[config.mk]
export PLATFORM = sky130hd
export DESIGN_NAME = matmul_sequencer
export DESIGN_NICKNAME = d
export VERILOG_FILES = /design/src/rtl/matmul_pkg.sv /design/src/rtl/matmul_sequencer_result_reader.sv /design/src/rtl/matmul_sequencer.sv
export SDC_FILE = /design/constraint.sdc
export NUM_CORES = 1
export LEC_CHECK = 0
export CORE_MARGIN = 4
export CORE_UTILIZATION = 43
export DETAILED_ROUTE_END_ITERATION = 10
export PLACE_DENSITY = 0.95
export SYNTH_ARGS = -nofsm -noshare
export SYNTH_HDL_FRONTEND = slang
export SYNTH_HIERARCHICAL = 1
export SYNTH_SLANG_ARGS = --single-unit
[constraint.sdc]
create_clock -name fx2Clk_in -period 5.8 [get_ports fx2Clk_in]
set_input_delay 0.58 -clock fx2Clk_in [delete_from_list [all_inputs] [get_ports fx2Clk_in]]
set_output_delay 0.58 -clock fx2Clk_in [all_outputs]
set_load 0.1 [all_outputs]
[src/rtl/matmul_pkg.sv]
// Shared types and constants for the matrix-vector multiply sequencer.
package matmul_pkg;

  typedef enum logic [2:0] {
    S_LOADA = 3'd0,
    S_WAITB = 3'd1,
    S_MAC1  = 3'd2,
    S_MAC2  = 3'd3,
    S_DONE  = 3'd4
  } state_t;

  localparam logic [6:0] CH_A    = 7'd0;
  localparam logic [6:0] CH_B    = 7'd1;
  localparam logic [6:0] CH_CMD  = 7'd2;
  localparam logic [6:0] CH_RES  = 7'd8;
  localparam logic [6:0] CH_STAT = 7'd9;

  localparam logic [7:0] CMD_LOADA = 8'h01;
  localparam logic [7:0] CMD_REUSE = 8'h02;

  // Status byte layout, MSB first: state, busy, low nibble of the B index.
  function automatic logic [7:0] status_byte(state_t s, logic busy, logic [3:0] b);
    return {s, busy, b};
  endfunction

endpackage

[src/rtl/matmul_sequencer_result_reader.sv]
// Host read side: result row pointer, N_ROWS:1 result mux, ch8/ch9 read data.
module result_reader
  import matmul_pkg::*;
#(
  parameter int N_ROWS = 16,
  parameter int DATA_W = 8
) (
  input  logic                     clk,
  input  logic                     rst,
  input  state_t                   i_state,
  input  logic [6:0]               i_chan,
  input  logic                     i_f2hReady,
  input  logic                     i_clear,
  input  logic                     i_busy,
  input  logic [3:0]               i_bCnt,
  input  logic [N_ROWS*DATA_W-1:0] i_rowResult,
  output logic [7:0]               o_f2hData,
  output logic                     o_f2hValid
);

  localparam int RCW = (N_ROWS > 1) ? $clog2(N_ROWS) : 1;

  logic [RCW-1:0]    r_rCnt;
  logic [DATA_W-1:0] w_res [N_ROWS];
  logic              w_adv;

  // Split the flat result bus into per-row words.
  for (genvar g = 0; g < N_ROWS; g++) begin : g_res
    assign w_res[g] = i_rowResult[g*DATA_W +: DATA_W];
  end

  // The pointer only moves while results are actually being served on ch8.
  assign w_adv = (i_state == S_DONE) && (i_chan == CH_RES) && i_f2hReady;

  // Result pointer, wrapping at the last row; cleared by host commands.
  always_ff @(posedge clk or posedge rst) begin
    if (rst)           r_rCnt <= '0;
    else if (i_clear)  r_rCnt <= '0;
    else if (w_adv)    r_rCnt <= (r_rCnt == RCW'(N_ROWS-1)) ? '0 : r_rCnt + 1'b1;
  end

  // Host never stalls on reads, so data is always presented as valid.
  assign o_f2hValid = 1'b1;

  // Zero-latency read data selected by channel and state.
  always_comb begin
    o_f2hData = 8'h00;
    case (i_chan)
      CH_RES:  o_f2hData = (i_state == S_DONE) ? 8'(w_res[r_rCnt]) : 8'hFF;
      CH_STAT: o_f2hData = status_byte(i_state, i_busy, i_bCnt);
      default: o_f2hData = 8'h00;
    endcase
  end

endmodule

[src/rtl/matmul_sequencer.sv]
// Autonomous sequencer turning host channel bytes into row-array control:
// A-matrix RAM writes, B-vector MAC steps, accumulator clear, result readout.
module matmul_sequencer
  import matmul_pkg::*;
#(
  parameter int N_ROWS = 16,
  parameter int N_COLS = 16,
  parameter int DATA_W = 8
) (
  input  logic                      fx2Clk_in,
  input  logic                      reset_in,
  input  logic [6:0]                chanAddr_in,
  input  logic [7:0]                h2fData_in,
  input  logic                      h2fValid_in,
  output logic                      h2fReady_out,
  output logic [7:0]                f2hData_out,
  output logic                      f2hValid_out,
  input  logic                      f2hReady_in,
  output logic [N_ROWS-1:0]         rowWe_out,
  output logic [$clog2(N_COLS)-1:0] rowAddr_out,
  output logic [DATA_W-1:0]         rowDin_out,
  output logic [DATA_W-1:0]         vecB_out,
  output logic                      accClear_out,
  output logic                      accEn_out,
  input  logic [N_ROWS*DATA_W-1:0]  rowResult_in,
  output logic                      busy_out
);

  localparam int CW     = $clog2(N_COLS);
  localparam int RW     = $clog2(N_ROWS);
  localparam int KW     = CW + RW;
  localparam int A_LAST = N_ROWS * N_COLS - 1;

  state_t            r_state, w_next;
  logic [KW-1:0]     r_aCnt;
  logic [CW-1:0]     r_bCnt;
  logic [N_ROWS-1:0] r_rowWe;
  logic [CW-1:0]     r_rowAddr;
  logic [DATA_W-1:0] r_rowDin, r_vecB;
  logic              r_accClear;

  logic w_acc, w_aWr, w_bWr, w_cmdLoad, w_cmdReuse, w_aLast, w_bLast;
  logic [N_ROWS-1:0] w_rowSel;

  // Ready/busy are pure functions of state so acceptance never loops back
  // through next-state logic.
  assign busy_out     = (r_state == S_MAC1) || (r_state == S_MAC2);
  assign h2fReady_out = ~busy_out;

  assign w_acc      = h2fValid_in & h2fReady_out;
  assign w_aWr      = w_acc && (chanAddr_in == CH_A) && (r_state == S_LOADA);
  assign w_bWr      = w_acc && (chanAddr_in == CH_B) && (r_state == S_WAITB);
  assign w_cmdLoad  = w_acc && (chanAddr_in == CH_CMD) && (h2fData_in == CMD_LOADA);
  assign w_cmdReuse = w_acc && (chanAddr_in == CH_CMD) && (h2fData_in == CMD_REUSE);
  assign w_aLast    = w_aWr && (r_aCnt == KW'(A_LAST));
  assign w_bLast    = (r_bCnt == CW'(N_COLS-1));
  assign w_rowSel   = N_ROWS'(1) << r_aCnt[KW-1:CW];

  // State register.
  always_ff @(posedge fx2Clk_in or posedge reset_in) begin
    if (reset_in) r_state <= S_LOADA;
    else          r_state <= w_next;
  end

  // Next state and MAC enable; commands override the data-driven path.
  always_comb begin
    w_next    = r_state;
    accEn_out = 1'b0;
    case (r_state)
      S_LOADA: if (w_aLast) w_next = S_WAITB;
      S_WAITB: if (w_bWr)   w_next = S_MAC1;
      S_MAC1:  w_next = S_MAC2;
      S_MAC2: begin
        accEn_out = 1'b1;
        w_next    = w_bLast ? S_DONE : S_WAITB;
      end
      S_DONE:  w_next = S_DONE;
      default: w_next = S_LOADA;
    endcase
    if (w_cmdLoad)       w_next = S_LOADA;
    else if (w_cmdReuse) w_next = S_WAITB;
  end

  // A index: wraps to 0 on the same edge as the final byte.
  always_ff @(posedge fx2Clk_in or posedge reset_in) begin
    if (reset_in)       r_aCnt <= '0;
    else if (w_cmdLoad) r_aCnt <= '0;
    else if (w_aWr)     r_aCnt <= r_aCnt + 1'b1;
  end

  // B index: restarts whenever a fresh MAC pass begins, advances per MAC.
  always_ff @(posedge fx2Clk_in or posedge reset_in) begin
    if (reset_in)                              r_bCnt <= '0;
    else if (w_cmdLoad || w_cmdReuse || w_aLast) r_bCnt <= '0;
    else if (r_state == S_MAC2)                r_bCnt <= r_bCnt + 1'b1;
  end

  // Registered row-array drive; write enable is a single-cycle strobe.
  always_ff @(posedge fx2Clk_in or posedge reset_in) begin
    if (reset_in) begin
      r_rowWe    <= '0;
      r_rowAddr  <= '0;
      r_rowDin   <= '0;
      r_vecB     <= '0;
      r_accClear <= 1'b0;
    end else begin
      r_rowWe    <= w_aWr ? w_rowSel : '0;
      r_accClear <= w_aLast | w_cmdReuse;
      if (w_aWr) begin
        r_rowAddr <= r_aCnt[CW-1:0];
        r_rowDin  <= DATA_W'(h2fData_in);
      end else if (w_bWr) begin
        r_rowAddr <= r_bCnt;
        r_vecB    <= DATA_W'(h2fData_in);
      end
    end
  end

  assign rowWe_out    = r_rowWe;
  assign rowAddr_out  = r_rowAddr;
  assign rowDin_out   = r_rowDin;
  assign vecB_out     = r_vecB;
  assign accClear_out = r_accClear;

  result_reader #(
    .N_ROWS (N_ROWS),
    .DATA_W (DATA_W)
  ) u_result_reader (
    .clk         (fx2Clk_in),
    .rst         (reset_in),
    .i_state     (r_state),
    .i_chan      (chanAddr_in),
    .i_f2hReady  (f2hReady_in),
    .i_clear     (w_cmdLoad | w_cmdReuse),
    .i_busy      (busy_out),
    .i_bCnt      (4'(r_bCnt)),
    .i_rowResult (rowResult_in),
    .o_f2hData   (f2hData_out),
    .o_f2hValid  (f2hValid_out)
  );

endmodule

Word level (Yosys, flattened, before mapping)
Cells that the tools add are included.
Cells by class
  bitwise operators: 6
  multipliers: 0
  mux-type cells: 22
  $add $sub $neg: 3
  equality and inequality tests: 15
  divide/modulo/power cells: 0
  shift-type cells: 1
  order comparisons: 1
  reductions and logical operators: 21
Operators with widths (number)
  $mux 8: 5
  $bmux 8 s4: 1
  $mux 4: 7
  $mux 16: 1
  $pmux 8 s2: 1
  $shl 1x4->16 const A: 1
  $mux 3: 5
  $pmux 3 s5: 1
  $eq 7x4->1 const B: 2
  $logic_and 1x1->1: 10
  $add 4x1->4 const B: 2
  $add 8x1->8 const B: 1
  $eq 4x4->1 const B: 2
  $eq 8x1->1 const B: 1
  $eq 8x2->1 const B: 1
  $eq 8x8->1 const B: 1
  $ne 4x4->1 const B: 2
  $reduce_bool 2->1: 4
  $eq 7x1->1 const B: 1
  $eq 7x2->1 const B: 1
  $logic_not 7->1: 1
  $eq 3x2->1 const B: 2
  $ge 5x5->1 const B: 1
  $not 4->5: 1
  9 further kinds: 14
Word-level totals
  memories: 0
  ROM bits: 0
  memory bits (writable): 0
  register bits: 56
  logic and storage cells: 78
  bits in latches: 0
  output and inout bits: 49

Logic depth before layout (Yosys ltp)
  depth in word-level cells: 11
  depth in mapped cells: 8
  mapped depth without buffers: 6

Cells and area by module
Netlist, hierarchy kept.
By module, submodules not included
  matmul_sequencer: sequential area each 1301.2 um2, area an instance 2296.0 um2, cells an instance 215, times used 1
  result_reader: sequential area each 100.1 um2, area an instance 1406.3 um2, cells an instance 152, times used 1

Worst setup path before layout
Ideal clock, no wire load.
  path type: input to output
  start point: input port chanAddr_in[2]
  end point: output port f2hData_out[7]
  data required time: 5.220 ns
  data arrival time: 3.780 ns
  stages on the path: 4
  setup slack: 1.440 ns
  cell sequence: or4b_1 -> nor2_1 -> o21ai_0 -> a311oi_1
On the way
  cells in the longest elaborated chain, start to end: 2
RTL lines
  from (decl): line matmul_sequencer.sv:12  | input logic [6:0] chanAddr_in,
  $eq 7x4->1: line matmul_sequencer_result_reader.sv:48  | case (i_chan)
  $pmux 8 s2 (*): line matmul_sequencer_result_reader.sv:48
  to (decl): line matmul_sequencer.sv:16  | output logic [7:0] f2hData_out,
Mark *: on every way between the ends. The rest lies on a longest branch, timed or not.

Final worst setup path
  start point: register u_result_reader.r_rCnt[1]
  end point: output port f2hData_out[2]
On the way
  cells in the longest elaborated chain, start to end: 6
RTL lines
  from (decl): line matmul_sequencer_result_reader.sv:23  | logic [RCW-1:0] r_rCnt;
  from (signal assigned): line matmul_sequencer_result_reader.sv:39  | else if (w_adv) r_rCnt <= (r_rCnt == RCW'(N_ROWS-1)) ? '0 : r_rCnt + 1'b1;
  $not 4->5 (implied by the code): line matmul_sequencer_result_reader.sv:49  | CH_RES: o_f2hData = (i_state == S_DONE) ? 8'(w_res[r_rCnt]) : 8'hFF;
  $bmux 8 s4: line matmul_sequencer_result_reader.sv:49
  $mux 8 (implied by the code) (2 in a row): line matmul_sequencer_result_reader.sv:49
  $mux 8: line matmul_sequencer_result_reader.sv:49
  $pmux 8 s2: line matmul_sequencer_result_reader.sv:48
No other way between the ends. The select of a mux whose other input is x is not followed.

==> results.toml <==
[layout]
drive_gt1_frac = 0.0924
fillers = 613
instances_no_fill = 646
final_cell_area_sq_um = 5740
areaGrowthSynthToFinish_pct = 55.2
num_antenna_cells = 0
fin_nets = 690

[pwr]
leakage_uw = 0.00224
peakVddDrop_v = 0.000101
power.density_nw_per_um2 = 143
power_uw = 823

[worst_setup_path]
arrival_ns = 3.60
cp-end-kind = "primary output"
critPathSlowestCell = "clkdlybuf4s50_1"
cp_cell_sequence = "buf_4, mux2i_1, a22oi_1, a31oi_1, a21oi_1, clkdlybuf4s50_1"
startpoint_type = "register"
crit_fanout = 42
worst_path_largest_cell_delay_ns = 1.18
path_class = "reg -> out"
crit_required_ns = 5.22

[place]
detailed_place_hpwl_microns = 10900
placed_cell_area_sq_um = 5660
io_buffers = 194
place.gp.congestion = 0.927
dpl.cell_count = 638

[logic_synthesis]
postSynthCellCount = 367
synth_nets = 517
synthTopCellsByCount = "dfrtp_1, nand2_1, mux2i_1, nor2_1, a22oi_1"
async_reset_ff_frac = 1.00
synth-edff-count = 0
synthDistinctLibCells = 52
synth_top_area_frac = 0.379
synth-seq-area-share = 0.379
syn-cell-area_sq_um = 3700
synthTopCellsByArea = "dfrtp_1, mux4_2, mux2i_1"
yosys_warnings = 6
ys_ff_latch = 56
synth_most_common_cell = "dfrtp_1"
synth_top_cell_by_area = "dfrtp_1"
synth_area_per_cell_sq_um = 10.1
synth_top_flop_cell = "dfrtp_1"

[timing]
fin_tns_setup_ns = 0
slew_viol_final = 0
grt_setup_unrepaired = "false"
worstMarginPinSlew_ns = 1.03
slew_headroom = 0.310
finClkSkew_ns = 0.00952
min_period_ns = 4.18
fmax_mhz = 239
period_share = 0.720
setup_viol_count_final = 0
hold_violations = 0

[die]
die_h_microns = 101
die_area_sq_um = 10200
coreArea_sq_um = 8300
start_util = 0.446
io_pins = 196
rows = 33
die_x_microns = 101

[drt]
dr.pass1.iters = 5
drtAntennaViolNets = 0
drt-total-wl_microns = 13400
avgViaCountPerCell = 5.84
wl_per_cell_microns = 20.7
drtIter0Drc = 284
vias = 3771
route.detailed.drc = 0

[clock_tree]
cts_buffers = 5
cts_tree = "yes"
cts_sinks = 56
clockBufferDepth = 2
cts_root_buffer = "clkbuf_8"
clk_latency_ns = 0.31
h-tree-depth = 2
cts-resized-gates = 0
clk_pin_slew_worst_paths_ns = 0.09
cts_hold_buf = 0
post_cts_buffers = 0

[global_route]
grt_pass1_wl_microns = 20200
gr-total-overflow = 0
gr-usage-all-layers = 0.258
grt_pass1_vias = 3772
grt_max_degree = 53
antenna_found_initial = 0

[hold_path]
hold_path_class = "in -> async"

[run]
maxCapViolations = 0

[status]
status = "completed"
[critical path: cells and delay by family (launching register included)]
family / cells / cell delay (ns)
AO/OA/AOI/OAI: 3 / 0.59
multiplexers: 1 / 0.09
buffers and inverters: 2 / 1.53
flip-flops: 1 / 1.04
[routing by layer]
| metal | GRT usage | routed length [microns] | vias up |
|---|---|---|---|
| met1 | 0.344 | 5260 | 1852 |
| met4 | 0.0591 | 265 | 0 |
| li1 | - | - | 1705 |
| met3 | 0.0401 | 956 | 27 |
| met2 | 0.443 | 6890 | 187 |
| met5 | 0 | 0 | - |
[sequential cells by signal, indices dropped and copies added, names as in the netlist]
register and flops:
accClear_out 1, rowAddr_out 4, vecB_out 8, u_result_reader/r_rCnt 4
r_aCnt 8, rowDin_out 8, rowWe_out 16, r_bCnt 4
r_state 3
[cell type report]
cell class / count / area (sq um) / share of cell area
repair buffers: 196 / 1960 / 0.341
clock buffers: 6 / 72.6 / 0.0126
inverters: 9 / 33.8 / 0.00588
well taps: 105 / 131 / 0.0229
clock inverters: 2 / 16.3 / 0.00283
multi-input cells: 272 / 2130 / 0.371
flip-flops and latches: 56 / 1400 / 0.244
[worst paths after layout]
path / startpoint / slack, ns / endpoint / cells after the start
worst max-delay path: u_result_reader/r_rCnt[1]$_DFFE_PP0P_ / 1.62 / f2hData_out[2] / 6
worst min-delay path: reset_in / 0.50 / u_result_reader/r_rCnt[2]$_DFFE_PP0P_ / 2
max in group asynchronous: reset_in / 4.29 / rowDin_out[1]$_DFFE_PP0P_ / 2
worst min register to register: vecB_out[3]$_DFFE_PP0P_ / 0.50 / vecB_out[3]$_DFFE_PP0P_ / 2
worst max register to register: r_state[2]$_DFFE_PP0P_ / 3.11 / rowWe_out[13]$_DFF_PP0_ / 5
min in group fx2Clk_in: vecB_out[3]$_DFFE_PP0P_ / 0.50 / vecB_out[3]$_DFFE_PP0P_ / 2
[stage by stage]
stage / setup WS, ns / util / hold WS, ns
after floorplan: 1.44 / - / 0.346
after global placement: 1.70 / 0.681 / 0.462
after detailed placement: 1.72 / 0.681 / 0.473
after CTS: 1.65 / 0.692 / 0.498
after global routing: 1.50 / 0.692 / 0.513
final: 1.62 / 0.692 / 0.501
[cell usage in the layout, fill, tap and decap left out, types with 2 or more instances in the layout]
master,instances
ha_1,3
nor2b_1,4
a31oi_1,7
nand3b_1,2
clkdlybuf4s50_1,194
mux4_2,17
clkbuf_8,5
nor3_1,4
or4_1,2
or3_1,2
and2_1,5
xor2_1,8
a22oi_1,18
and4b_1,2
mux2_2,16
a21oi_1,12
nor2_1,23
inv_1,7
nor4b_1,5
nand2b_1,5
o21ai_0,11
o31ai_1,2
dfrtp_1,55
nor4_1,5
xnor2_1,3
mux2i_1,31
buf_4,2
nand2_1,45
or4b_1,2
nand4_1,8
nand3_1,11
[where the power goes]
group | internal, uW | switching (uW)
combinational | 117 | 90.6
sequential | 396 | 5.34
clock | 86.2 | 127
total | 600 | 223
[cells by family after synthesis]
| kind of cell | after synthesis | share of synthesized area |
|---|---|---|
| adder cells (fa/ha/maj) | 3 | 0.0101 |
| AO/OA/AOI/OAI | 59 | 0.104 |
| XOR/XNOR | 11 | 0.0260 |
| flip-flops | 56 | 0.379 |
| buffers and inverters | 39 | 0.0460 |
| other | 1 | 0.00101 |
| multiplexers | 64 | 0.236 |
| AND/OR/NAND/NOR | 134 | 0.198 |
(Power assumes the default switching activity.)
